--- src/rtl/ccff_chain_loader.sv ---
// ccff_chain_loader
// Configuration-chain controller for one routing tile chain (e.g. CBY connection
// box). Host words arrive over a valid/ready port and are shifted LSB first into
// ccff_head. config_enable is gated so exactly CHAIN_LEN bits move per load. The
// bits that fall out of ccff_tail are the old chain contents, and they come back
// to the host as readback words.

module ccff_chain_loader #(
    parameter int CHAIN_LEN = 36,
    parameter int WORD_W    = 8,
    parameter int CNT_W     = 6
) (
    input  logic              prog_clk,
    input  logic              pReset,
    input  logic              start,
    input  logic              abort,
    input  logic              wr_valid,
    input  logic [WORD_W-1:0] wr_data,
    output logic              wr_ready,
    output logic              config_enable,
    output logic              ccff_head,
    input  logic              ccff_tail,
    output logic              rd_valid,
    output logic [WORD_W-1:0] rd_data,
    output logic              busy,
    output logic              done,
    output logic              err
);

    // slot counts 0..WORD_W inclusive, so the increment on the word's last bit never wraps
    localparam int SLOT_W = $clog2(WORD_W + 1);

    typedef enum logic [1:0] {
        S_IDLE,
        S_LOAD,
        S_SHIFT,
        S_DONE
    } state_t;

    state_t            r_state;
    logic [CNT_W-1:0]  r_bitCnt;
    logic [SLOT_W-1:0] r_slot;
    logic [WORD_W-1:0] r_sreg;
    logic [WORD_W-1:0] r_rdSreg;
    logic [WORD_W-1:0] r_rdData;
    logic              r_rdValid;
    logic              r_err;

    logic              w_lastBit;
    logic              w_wordEnd;
    logic [WORD_W-1:0] w_rdNext;

    assign w_lastBit = (r_bitCnt == CNT_W'(CHAIN_LEN - 1));
    assign w_wordEnd = (r_slot == SLOT_W'(WORD_W - 1));

    // Readback word with the tail bit of this cycle merged into its slot position
    always_comb begin
        w_rdNext = r_rdSreg;
        for (int i = 0; i < WORD_W; i++) begin
            if (r_slot == SLOT_W'(i)) begin
                w_rdNext[i] = ccff_tail;
            end
        end
    end

    // Load/shift sequencer: one host word per LOAD visit, one chain bit per SHIFT cycle
    always_ff @(posedge prog_clk) begin
        if (pReset) begin
            r_state   <= S_IDLE;
            r_bitCnt  <= '0;
            r_slot    <= '0;
            r_sreg    <= '0;
            r_rdSreg  <= '0;
            r_rdData  <= '0;
            r_rdValid <= 1'b0;
            r_err     <= 1'b0;
        end else begin
            r_rdValid <= 1'b0;
            case (r_state)
                S_IDLE: begin
                    if (start) begin
                        r_state  <= S_LOAD;
                        r_bitCnt <= '0;
                        r_err    <= 1'b0;
                    end
                end
                S_LOAD: begin
                    if (abort) begin
                        r_state <= S_IDLE;
                        r_err   <= 1'b1;
                    end else if (wr_valid) begin
                        r_sreg   <= wr_data;
                        r_slot   <= '0;
                        r_rdSreg <= '0;
                        r_state  <= S_SHIFT;
                    end
                end
                S_SHIFT: begin
                    if (abort) begin
                        r_state <= S_IDLE;
                        r_err   <= 1'b1;
                    end else begin
                        r_sreg   <= r_sreg >> 1;
                        r_bitCnt <= r_bitCnt + 1'b1;
                        r_slot   <= r_slot + 1'b1;
                        r_rdSreg <= w_rdNext;
                        if (w_lastBit) begin
                            r_state   <= S_DONE;
                            r_rdData  <= w_rdNext;
                            r_rdValid <= 1'b1;
                        end else if (w_wordEnd) begin
                            r_state   <= S_LOAD;
                            r_rdData  <= w_rdNext;
                            r_rdValid <= 1'b1;
                        end
                    end
                end
                S_DONE: begin
                    r_state <= S_IDLE;
                end
                default: begin
                    r_state <= S_IDLE;
                end
            endcase
        end
    end

    assign wr_ready      = (r_state == S_LOAD);
    assign config_enable = (r_state == S_SHIFT);
    assign ccff_head     = (r_state == S_SHIFT) & r_sreg[0];
    assign busy          = (r_state == S_LOAD) | (r_state == S_SHIFT);
    assign done          = (r_state == S_DONE);
    assign err           = r_err;
    assign rd_valid      = r_rdValid;
    assign rd_data       = r_rdData;

endmodule

--- config.mk ---
export PLATFORM = sky130hd
export DESIGN_NAME = ccff_chain_loader
export DESIGN_NICKNAME = d
export VERILOG_FILES = /design/src/rtl/ccff_chain_loader.sv
export SDC_FILE = /design/constraint.sdc
export NUM_CORES = 1
export LEC_CHECK = 0
export CORE_AREA = 5 5 82 84
export CTS_CLUSTER_DIAMETER = 100
export DETAILED_ROUTE_END_ITERATION = 8
export DIE_AREA = 0 0 87 89
export PLACE_DENSITY = 0.53
export SYNTH_ARGS = -nofsm -noshare
export SYNTH_HDL_FRONTEND = slang
export SYNTH_SLANG_ARGS = --single-unit
--- constraint.sdc ---
create_clock -name prog_clk -period 1.8 [get_ports prog_clk]
set_input_delay 0.45 -clock prog_clk [delete_from_list [all_inputs] [get_ports prog_clk]]
set_output_delay 0.45 -clock prog_clk [all_outputs]
set_load 0.02 [all_outputs]
# Word level (Yosys, flattened, before mapping)
# Cells that the tools add are included.
totals:
  out_inout_bits: 15
  ff_bits: 38
  word_cells: 82
  in_bits: 14
classes:
  n_addsub: 2
  muxes: 37
  eq_ne: 18
  reduce_logical: 13
  bitwise: 4
op_table:
  columns: ["op", "count"]
  rows:
  - ["8-bit two-way mux", 8]
  - ["8-bit case mux with 2 select lines", 2]
  - ["4-bit by 3-bit == test with 1-bit output (second input constant)", 4]
  - ["1-bit two-way mux", 12]
  - ["2-bit two-way mux", 6]
  - ["4-bit two-way mux", 3]
  - ["6-bit two-way mux", 2]
  - ["6-bit case mux with 2 select lines", 1]
  - ["3-bit AND reduction", 4]
  - ["4-bit by 2-bit == test with 1-bit output (second input constant)", 2]
  - ["2-bit inequality test (second input constant)", 4]
  - ["2-bit case mux with 4 select lines", 1]
  - ["4-bit case mux with 2 select lines", 1]
  - ["2-bit nonzero test", 4]
  - ["6-bit by 1-bit adder with 6-bit output (second input constant)", 1]
  - ["6-bit == test (second input constant)", 1]
  - ["4-bit by 1-bit adder with 4-bit output (second input constant)", 1]
  - ["2-bit == test (second input constant)", 2]
  - ["4-bit by 1-bit == test with 1-bit output (second input constant)", 1]
  - ["4-bit zero test", 1]
  - ["4-bit by 2-bit inequality test with 1-bit output (second input constant)", 1]
  - ["4-bit AND reduction", 1]
  - ["3-bit inequality test (second input constant)", 1]
  - ["3-bit OR reduction", 1]
  - ["8 further kinds", 9]

# Longest topological paths before layout
# Gate-level depths: netlist (run 1).
depth:
  ltp_word: 5
  depth_mapped: 7
  ltp_nobuf: 6

# Least setup slack after synthesis (run 1)
# Ideal clock, no wire load.
synth_path:
  kind: "flip-flop to output port"
  start: "register r_state[0]"
  end: "output port ccff_head"
  path_slack_ns: -0.098
  arrival_time_ns: 1.448
  path_buffers: 2
  required_ns: 1.350
  stages_incl_launch_ff: 6
  path_cell_list: "dfxtp_1 > inv_1 > ha_1 > clkbuf_4 > buf_2 > and2_1"
synth_between:
  elab_chain_len: 2
synth_rtl:
  columns: ["item", "line", "rtl"]
  rows:
  - ["start: declaration", "40", "state_t r_state;"]
  - ["start signal: assignment", "69", "r_state <= S_IDLE;"]
  - ["start signal: assignment", "82", "r_state <= S_LOAD;"]
  - ["start signal: assignment", "89", "r_state <= S_IDLE;"]
  - ["2-bit == test", null, null]
  - ["named net config_enable", "20", "output logic config_enable,"]
  - ["1-bit bitwise AND", "130", "assign ccff_head = (r_state == S_SHIFT) & r_sreg[0];"]
  - ["end: declaration", "21", "output logic ccff_head,"]
# The timed path passes the listed nets, and every way through them passes these cells.

# Final worst setup path (run 1)
layout_path:
  start: "register r_state[1]"
  end: "register r_state[1]"
layout_between:
  elab_chain_len: 3
  elab_cells_between_ends: 9
  cone_classes: "eq/ne: 6; mux: 1; reduce/logical: 2"
layout_rtl:
  columns: ["item", "line", "rtl"]
  rows:
  - ["2-bit == test (tied with other cells)", "79", "case (r_state)"]
  - ["4-bit by 2-bit inequality test with 1-bit output (no line) (tied with other cells)", null, null]
  - ["3-bit AND reduction (no line)", null, null]
# Parallel ways exist; a longest one is shown, timed or not.
# A chain may end at the register's enable or synchronous reset.

==> flow_metrics.tcl, run 1 <==
set metrics [dict create \
    outcome "complete, no violations" \
    grt.total_usage_pct 12.3 \
    postCtsHoldBufs 0 \
    diodes 0 \
    cts-root-buf "clkbuf_8" \
    synth_top_cell_by_area "dfxtp_1" \
    grt_max_degree 30 \
    rsz0062_at_grt "false" \
    core-area_um2 5850 \
    synth_area_leaders "dfxtp_1 38%, mux2i_1 7.6%, ha_1 6.3%" \
    nets 280 \
    synth_area_um2 1980 \
    synthTopCellsByCount "38 x dfxtp_1, 29 x nor2_1, 15 x mux2i_1" \
    gr-total-overflow 0 \
    drt_pass1_iterations 4 \
    postRouteAntennaNets 0 \
    wl_um 4310 \
    hold_viol 0 \
    cp_num_buf_inv 2 \
    cts_max_level 2 \
    antenna_found_initial 0 \
    ff2ff_path_depth 6 \
    place.port_buffers 28 \
    p_total_mw 1.75 \
    tritoncts "yes" \
    wl_per_cell_um 13.0 \
    leakagePower_nw 0.963 \
    rows 28 \
    min_from "r_sreg[7]" \
    first_iter_violations 77 \
    postLayoutCellArea_um2 2610 \
    ios 29 \
    async_reset_ff_share_pct 0 \
    cp_top_family "simple AND/OR/NAND/NOR gates" \
    cp.arrival_ns 1.93 \
    dp_hpwl_um 3080 \
    start_util_pct 33.9 \
    path_cells "inv_2, buf_6, ha_4, or3_4, or4_1, o31ai_1" \
    yosys_most_used_dff "dfxtp_1" \
    cts_setup_buffers 0 \
    syn2layout_area_growth_pct 31.8 \
    first_global_vias 1574 \
    synth_fp_nets 234 \
    end_kind "flip-flop" \
    maxCapViolations 0 \
    clock_sink_count 38 \
    setup.worst_path.start_class "flip-flop" \
    worst_pin_slew_ns 0.351 \
    finalClockSkew_ns 0.00839 \
    critPathSlowestCell "or4_1" \
    rrSetupSlack_ns 0.07 \
    yosysWarnings 0 \
    clkTransAtPathRegs_ns 0.07 \
    min_period_ns 1.73 \
    synth_edf_count 0 \
    final-setup-viol-count 0 \
    finalCritPeriodShare_pct 96.1 \
    cts_made_buffers 5 \
    hold_class "reg2reg" \
    die_x_um 87 \
    yosysSeqAreaShare_pct 38.4 \
    syn-instance-count 210 \
    drc 0 \
    synth_top_area_share_pct 38.4 \
    worst_slew_margin_rel_pct 76.5 \
    place_congestion 0.769 \
    vias 1567 \
    maxSlewViolCount 0 \
    worst_path_largest_cell_delay_ns 0.50 \
    ir_worst_vdd_v 0.000355 \
    place_area_um2 2470 \
    via_per_inst 4.73 \
    synth-seq-cells 38 \
    hold_end "r_sreg[7]" \
    yosys.cell_count.top_type "dfxtp_1" \
    cellPowerDensity_nw_per_um2 671 \
    r2r_start "r_state[1]" \
    worstPathMaxFanout 3 \
    required_ns 2.00 \
    clock_path_buffers 2 \
    clkLatencyLatePin_ns 0.29 \
    avgSynthCellArea_um2 9.44 \
    grt_pass1_wl_um 7420 \
    synth_cell_types 42 \
    die_y_um 89 \
    drive_gt1_share_pct 23.4 \
    max_freq_mhz 578 \
    dieArea_um2 7740 \
    min_path_cells 2 \
    r2r_end "r_state[1]" \
    crit_type "reg2reg" \
]
[cell families after synthesis]
family / synth area share, %
AOI/OAI and AO/OA: 13.1
muxes: 12.1
buffers and inverters: 6.31
adders and majority gates: 6.31
DFF: 38.4
xor gates and xnor gates: 1.77
and+or+nand+nor: 22.1
[final cells by class]
| type | instances | area, µm² |
|---|---|---|
| flip-flops and latches | 38 | 764 |
| clock inverters | 1 | 7.51 |
| multi-input cells | 153 | 1160 |
| well taps | 75 | 93.8 |
| clock buffers | 6 | 72.6 |
| repair buffers | 53 | 499 |
| fillers | 583 | 3240 |
| inverters | 5 | 18.8 |
[tightest hold or removal path, delay by kind of cell (launching register included)]
family | cells | cell delay [ns]
DFF | 1 | 0.31
and+or+nand+nor | 1 | 0.05
AOI/OAI and AO/OA | 1 | 0.05
[report_power, final]
part / internal, mW / total, mW / switching, mW
registers: 0.862 / 0.873 / 0.0113
logic: 0.165 / 0.321 / 0.156
clock network: 0.266 / 0.558 / 0.293
[flip-flops by register name, indices dropped and copies added, names as in the netlist]
name      flops
r_slot        4
r_sreg        8
r_rdSreg      8
rd_valid      1
r_state       2
rd_data       8
r_bitCnt      6
err           1
[routing by layer]
metal	global-route usage (%)	part of all wire [%]	up-vias
met1	16.2	51	710
met4	4.67	1.4	0
li1	-	-	828
met5	0	0	-
met2	18.8	44	23
met3	3.78	3.6	6
[layout by cell type, fill, tap and decap left out, types with 2 or more instances in the layout]
| cell type | count |
|---|---|
| nor3_1 | 3 |
| a21oi_1 | 10 |
| clkdlybuf4s15_2 | 2 |
| nand3b_1 | 6 |
| a31oi_1 | 2 |
| a211oi_1 | 7 |
| or4_1 | 2 |
| o31ai_1 | 2 |
| nand2_1 | 8 |
| clkdlybuf4s50_1 | 22 |
| dfxtp_1 | 35 |
| nor3b_1 | 5 |
| clkbuf_8 | 5 |
| dfxtp_2 | 3 |
| a22oi_1 | 7 |
| inv_1 | 3 |
| a211oi_2 | 2 |
| mux2_2 | 5 |
| nor2b_1 | 2 |
| ha_1 | 7 |
| mux2i_1 | 15 |
| nor2_1 | 28 |
| buf_6 | 2 |
| and2_1 | 3 |
| buf_12 | 2 |
| and2b_2 | 2 |
| nand4_1 | 3 |
| ha_4 | 3 |
| xor2_1 | 4 |
| mux2_1 | 3 |
| inv_2 | 2 |
| o21ai_1 | 3 |
| buf_4 | 21 |
| nor2_2 | 2 |
| nand3_1 | 5 |
[how the worst max path moves through the flow]
stage,startpoint,endpoint,slack (ns),cells past startpoint
global route,r_state[1],busy,0.008,3
finish,r_state[1],r_state[1],0.07,6
floorplan,r_state[1],r_state[1],0.01,6
detailed placement,wr_valid,r_state[1],-0.21,5
global placement,wr_valid,r_state[1],-0.21,5
CTS,r_state[1],r_state[1],0.01,6
[stage by stage]
stage | setup TNS, ns | util, % | worst slack [ns] | hold slack, ns | instances
final | 0 | 44.7 | 0.0697 | 0.455 | 331
after global routing | 0 | 44.7 | 0.00759 | 0.482 | 331
after CTS | 0 | 43.5 | 0.0110 | 0.463 | 331
after detailed placement | -2.40 | 42.2 | -0.207 | 0.453 | 324
after global placement | -2.17 | 42.2 | -0.214 | 0.451 | 324
after floorplan | 0 | - | 0.0106 | 0.432 | 210
[timing repair]
item | in CTS | in global routing
pin swaps | 0 | 3
resized for setup | 13 | 18
setup endpoints to repair | 5 | 18
endpoints found under the hold margin | 0 | 0
(Power assumes the default switching activity.)
==> run 2, diff against run 1 <==
- CORE_AREA: 5 5 82 84 -> 2 2 69 71
- DIE_AREA: 0 0 87 89 -> 0 0 71 73
- PLACE_DENSITY: 0.53 -> 0.68
==> run 2 against run 1 <==
Against the previous run: first-iteration DRC count is 22% lower; hold slack better by 0.0039 ns; fmax is 0.54% lower; cell area is 0.62% lower; critical path depth is 1 lower; die area is 33% lower; global-route usage is 4.6 points higher; sequential cell count stayed put; clock power is 11% higher; critical endpoint unchanged.
==> flow_metrics.tcl, run 2 (synthesized netlist as in run 1, its figures left out) <==
set metrics [dict create \
    maxSlewViolCount 0 \
    wl_per_cell_um 13.2 \
    cp.arrival_ns 1.94 \
    crit_type "in2reg" \
    min_period_ns 1.74 \
    die_x_um 71 \
    cp_num_buf_inv 1 \
    tritoncts "yes" \
    syn2layout_area_growth_pct 31.0 \
    gr-total-overflow 0 \
    core-area_um2 4540 \
    grt.total_usage_pct 16.9 \
    ios 29 \
    critPathSlowestCell "or4_1" \
    end_kind "flip-flop" \
    drt_pass1_iterations 4 \
    clkTransAtPathRegs_ns 0.08 \
    cp_top_family "simple AND/OR/NAND/NOR gates" \
    worstPathMaxFanout 3 \
    drive_gt1_share_pct 23.5 \
    grt_pass1_wl_um 6880 \
    start_util_pct 43.7 \
    postRouteAntennaNets 0 \
    dp_cells 302 \
    path_cells "clkdlybuf4s50_1, and2b_2, a21bo_1, or4_1, o31ai_1" \
    cts_setup_buffers 0 \
    finalClockSkew_ns 0.00854 \
    leakagePower_nw 0.960 \
    hold_viol 0 \
    finalCritPeriodShare_pct 96.7 \
    worst_pin_slew_ns 0.347 \
    post-place-ws_ns -0.233 \
    final-setup-viol-count 0 \
    setup_slack_ns 0.0603 \
    postCtsHoldBufs 0 \
    cts_made_buffers 5 \
    dieArea_um2 5180 \
    rows 25 \
    wl_um 4060 \
    final_common_cell "dfxtp_1" \
    dp_hpwl_um 2850 \
    ir_worst_vdd_v 0.000435 \
    hold_class "reg2reg" \
    clock_sink_count 38 \
    place.port_buffers 28 \
    fin_util_pct 57.3 \
    clkLatencyLatePin_ns 0.29 \
    die_y_um 73 \
    required_ns 2.00 \
    diodes 0 \
    via_per_inst 5.17 \
    outcome "complete, no violations" \
    vias 1597 \
    cts_max_level 2 \
    worst_slew_margin_rel_pct 76.9 \
    clock_path_buffers 2 \
    cellPowerDensity_nw_per_um2 694 \
    first_iter_violations 60 \
    place_congestion 0.768 \
    setup.worst_path.start_class "input pin" \
    worst_path_largest_cell_delay_ns 0.50 \
    grt_max_degree 32 \
    maxCapViolations 0 \
    rsz0062_at_grt "false" \
    cts-root-buf "clkbuf_8" \
    antenna_found_initial 0 \
    final_cell_mix "35 x dfxtp_1, 29 x nor2_1, 23 x clkdlybuf4s50_1" \
    max_freq_mhz 575 \
    p_total_mw 1.80 \
    layoutNonFillerInstCount 309 \
    first_global_vias 1514 \
    postLayoutCellArea_um2 2600 \
    place_area_um2 2450 \
    drc 0 \
    nets 278 \
]
-- run 2: cell count changes in the layout (fill, tap and decap cells not counted), sizes merged --
cell           delta
dlymetal6s2s      -1
clkdlybuf4s50     +1
buf               -2
clkinv            +1
-- run 2: path summary, 6_finish.rpt --
path	start	endpoint	slack (ns)	cells past startpoint
max	wr_valid	r_state[1]	0.06	5
min	r_sreg[7]	r_sreg[7]	0.46	2
max reg2reg	r_state[0]	r_state[1]	0.08	6
min reg2reg	r_sreg[7]	r_sreg[7]	0.46	2
-- run 2: power by group --
group,switching [mW],internal [mW]
sequential,0.0118,0.860
clock,0.314,0.308
combinational,0.149,0.160
-- run 2: cell type report --
type                            instances  area (µm²)
Clock buffer                            6        82.6
Fill cell                             408        1940
Timing Repair Buffer                   51         495
Inverter                                5        21.3
Multi-Input combinational cell        153        1150
Tap cell                               54        67.6
Sequential cell                        38         767
Clock inverter                          2        12.5
-- run 2: routing by layer --
layer | routed length, µm | up-vias | part of all wire [%] | GRT usage [%]
met5 | 0 | - | 0 | 0
met4 | 38 | 0 | 0.94 | 4.61
met3 | 151 | 4 | 3.7 | 4.83
met2 | 1900 | 29 | 47 | 27.5
met1 | 1970 | 734 | 49 | 22.0
li1 | - | 830 | - | -
-- run 2: through the flow --
step                setup TNS, ns  hold WS, ns
floorplan                       0        0.432
global placement            -2.92        0.445
detailed placement          -3.04        0.452
CTS                       -0.0328        0.465
global route                    0        0.488
finish                          0        0.459
-- run 2: timing repair --
| action | in CTS | in global routing |
|---|---|---|
| gates resized for setup | 17 | 14 |
| pin swaps | 0 | 2 |
| endpoints found under the setup margin | 7 | 15 |
-- run 2: worst reg2reg max path: cells and delay by family, from the launching register on --
| family | cells | cell delay (ns) |
|---|---|---|
| adders and majority gates | 1 | 0.17 |
| AOI/OAI and AO/OA | 2 | 0.29 |
| DFF | 1 | 0.33 |
| buffers and inverters | 1 | 0.14 |
| and+or+nand+nor | 2 | 0.71 |
==> run 3, diff against run 2 <==
- DONT_BUFFER_PORTS: not set -> 1
- PLACE_DENSITY: 0.68 -> 0.59
==> run 3 against run 2 <==
Against the previous run: clock-buffer cell count is the same; worst setup slack gained 0.013 ns; sequential power grew 0.5%; sequential cell count is the same; register-to-register slack is essentially flat; cell area shrank 17%; hold slack lost 0.23 ns; first-iteration DRC count shrank 30%; largest cell class unchanged; non-clock buffer count shrank 38; global-route usage shrank 0.94 points; via count shrank 8.8%; power shrank 7.1%.
==> flow_metrics.tcl, run 3 (synthesized netlist as in run 1, its figures left out) <==
set metrics [dict create \
    outcome "complete, no violations" \
    cp-startpoint "r_state[0]" \
    postCtsHoldBufs 0 \
    p_clk_share_pct 36.5 \
    hold_class "in2reg" \
    cts_made_buffers 5 \
    rows 25 \
    layoutNonFillerInstCount 271 \
    final_cell_mix "37 x dfxtp_1, 29 x nor2_1, 15 x mux2i_1" \
    cts-root-buf "clkbuf_8" \
    vias 1457 \
    end_kind "flip-flop" \
    gr-total-overflow 0 \
    via_per_inst 5.38 \
    wl_um 3780 \
    setup_slack_ns 0.0729 \
    place_congestion 0.809 \
    maxCapViolations 0 \
    antenna_found_initial 0 \
    power_frac_seq_pct 52.3 \
    ff2ff_path_depth 6 \
    fin_worst_hold_slack_ns 0.226 \
    drc 0 \
    hold_end "rd_data[7]" \
    rsz0062_at_grt "false" \
    max_freq_mhz 579 \
    final-setup-viol-count 0 \
    maxSlewViolCount 0 \
    clock_sink_count 38 \
    cts_max_level 2 \
    rrSetupSlack_ns 0.07 \
    highest_layer "met4" \
    power.switching_uw 424 \
    dp_cells 262 \
    min_from "pReset" \
    cellPowerDensity_nw_per_um2 772 \
    first_global_vias 1390 \
    die_y_um 73 \
    first_iter_violations 42 \
    hold_viol 0 \
    tns_ns 0 \
    worst_slew_margin_rel_pct 74.1 \
    leakagePower_nw 0.784 \
    p_comb_share_pct 11.2 \
    fillers 453 \
    dieArea_um2 5180 \
    drt_pass1_iterations 4 \
    clock_path_buffers 2 \
    setup.worst_path.start_class "flip-flop" \
    required_ns 2.01 \
    diodes 0 \
    wl_met3_um 223 \
    r2r_start "r_state[0]" \
    min_path_cells 1 \
    nets 240 \
    grt_pass1_wl_um 6540 \
    crit_type "reg2reg" \
    worst_pin_slew_ns 0.387 \
    clkLatencyLatePin_ns 0.29 \
    sw_frac_of_total_pct 25.3 \
    worstPathMaxFanout 4 \
    final_common_cell "dfxtp_1" \
    min_period_ns 1.73 \
    clkTransAtPathRegs_ns 0.07 \
    start_util_pct 43.7 \
    drt-met1-wl_um 1850 \
    p_int_mw 1.25 \
    die_x_um 71 \
    ios 29 \
    ir_worst_vdd_v 0.000510 \
    syn2layout_area_growth_pct 9.34 \
    dp_hpwl_um 2640 \
    wl_met2_um 1650 \
    tritoncts "yes" \
    grt_max_degree 38 \
    place.port_buffers 0 \
    post-place-ws_ns 0.0454 \
    r2r_end "r_state[1]" \
    grt.total_usage_pct 15.9 \
    wl_per_cell_um 13.9 \
    drive_gt1_share_pct 18.9 \
    finalClockSkew_ns 0.00285 \
    cp.arrival_ns 1.94 \
    finalCritPeriodShare_pct 96.0 \
    postRouteAntennaNets 0 \
    core-area_um2 4540 \
]
==> run 3: worst max-delay path: stages (launching register included) <==
cell and delay, ns:
dfxtp_2 0.35, inv_2 0.07, ha_1 0.23, or2b_2 0.21, a21bo_1 0.22, or4_1 0.50, o31ai_1 0.07
==> run 3: per-layer routing <==
| metal | up-vias | track usage, % |
|---|---|---|
| li1 | 750 | - |
| met1 | 672 | 21.2 |
| met2 | 31 | 24.1 |
| met3 | 4 | 5.11 |
| met4 | 0 | 6.29 |
| met5 | - | 0 |
==> run 3: power groups by stage <==
stage / Clock, mW / Combinational, mW / Sequential, mW
after floorplan: 0 / 0.161 / 0.892
final: 0.611 / 0.188 / 0.876
after CTS: 0.639 / 0.188 / 0.875
after global routing: 0.671 / 0.211 / 0.879
after detailed placement: 0 / 0.183 / 0.894
after global placement: 0 / 0.184 / 0.893
==> run 3: final cells by class <==
type | count | area [µm²] | share of cell area, %
clock buffers | 6 | 82.6 | 3.81
clock inverters | 2 | 12.5 | 0.577
inverters | 5 | 18.8 | 0.866
multi-input cells | 153 | 1110 | 51.4
flip-flops and latches | 38 | 762 | 35.1
well taps | 54 | 67.6 | 3.12
repair buffers | 13 | 110 | 5.08
==> run 3: per-stage QoR <==
step	cell area, µm²	util (%)	power, mW
2_1_floorplan	1990	-	1.05
3_3_place_gp	2040	44.9	1.08
3_5_place_dp	2040	44.9	1.08
4_1_cts	2140	47.3	1.70
5_1_grt	2170	47.8	1.76
6_report	2170	47.8	1.67
==> run 3: repair_timing <==
item | CTS | global route
gates resized for setup | 3 | 2
setup endpoints to repair | 1 | 10
buffers inserted | 0 | 1
pin swaps | 0 | 1
==> run 3: worst max path at each step <==
stage                  to  depth (start not counted)
3_3_place_gp   r_state[1]                          6
2_1_floorplan  r_state[1]                          6
3_5_place_dp   r_state[1]                          6
4_1_cts        r_state[1]                          6
6_report       r_state[1]                          6
5_1_grt        r_state[1]                          6
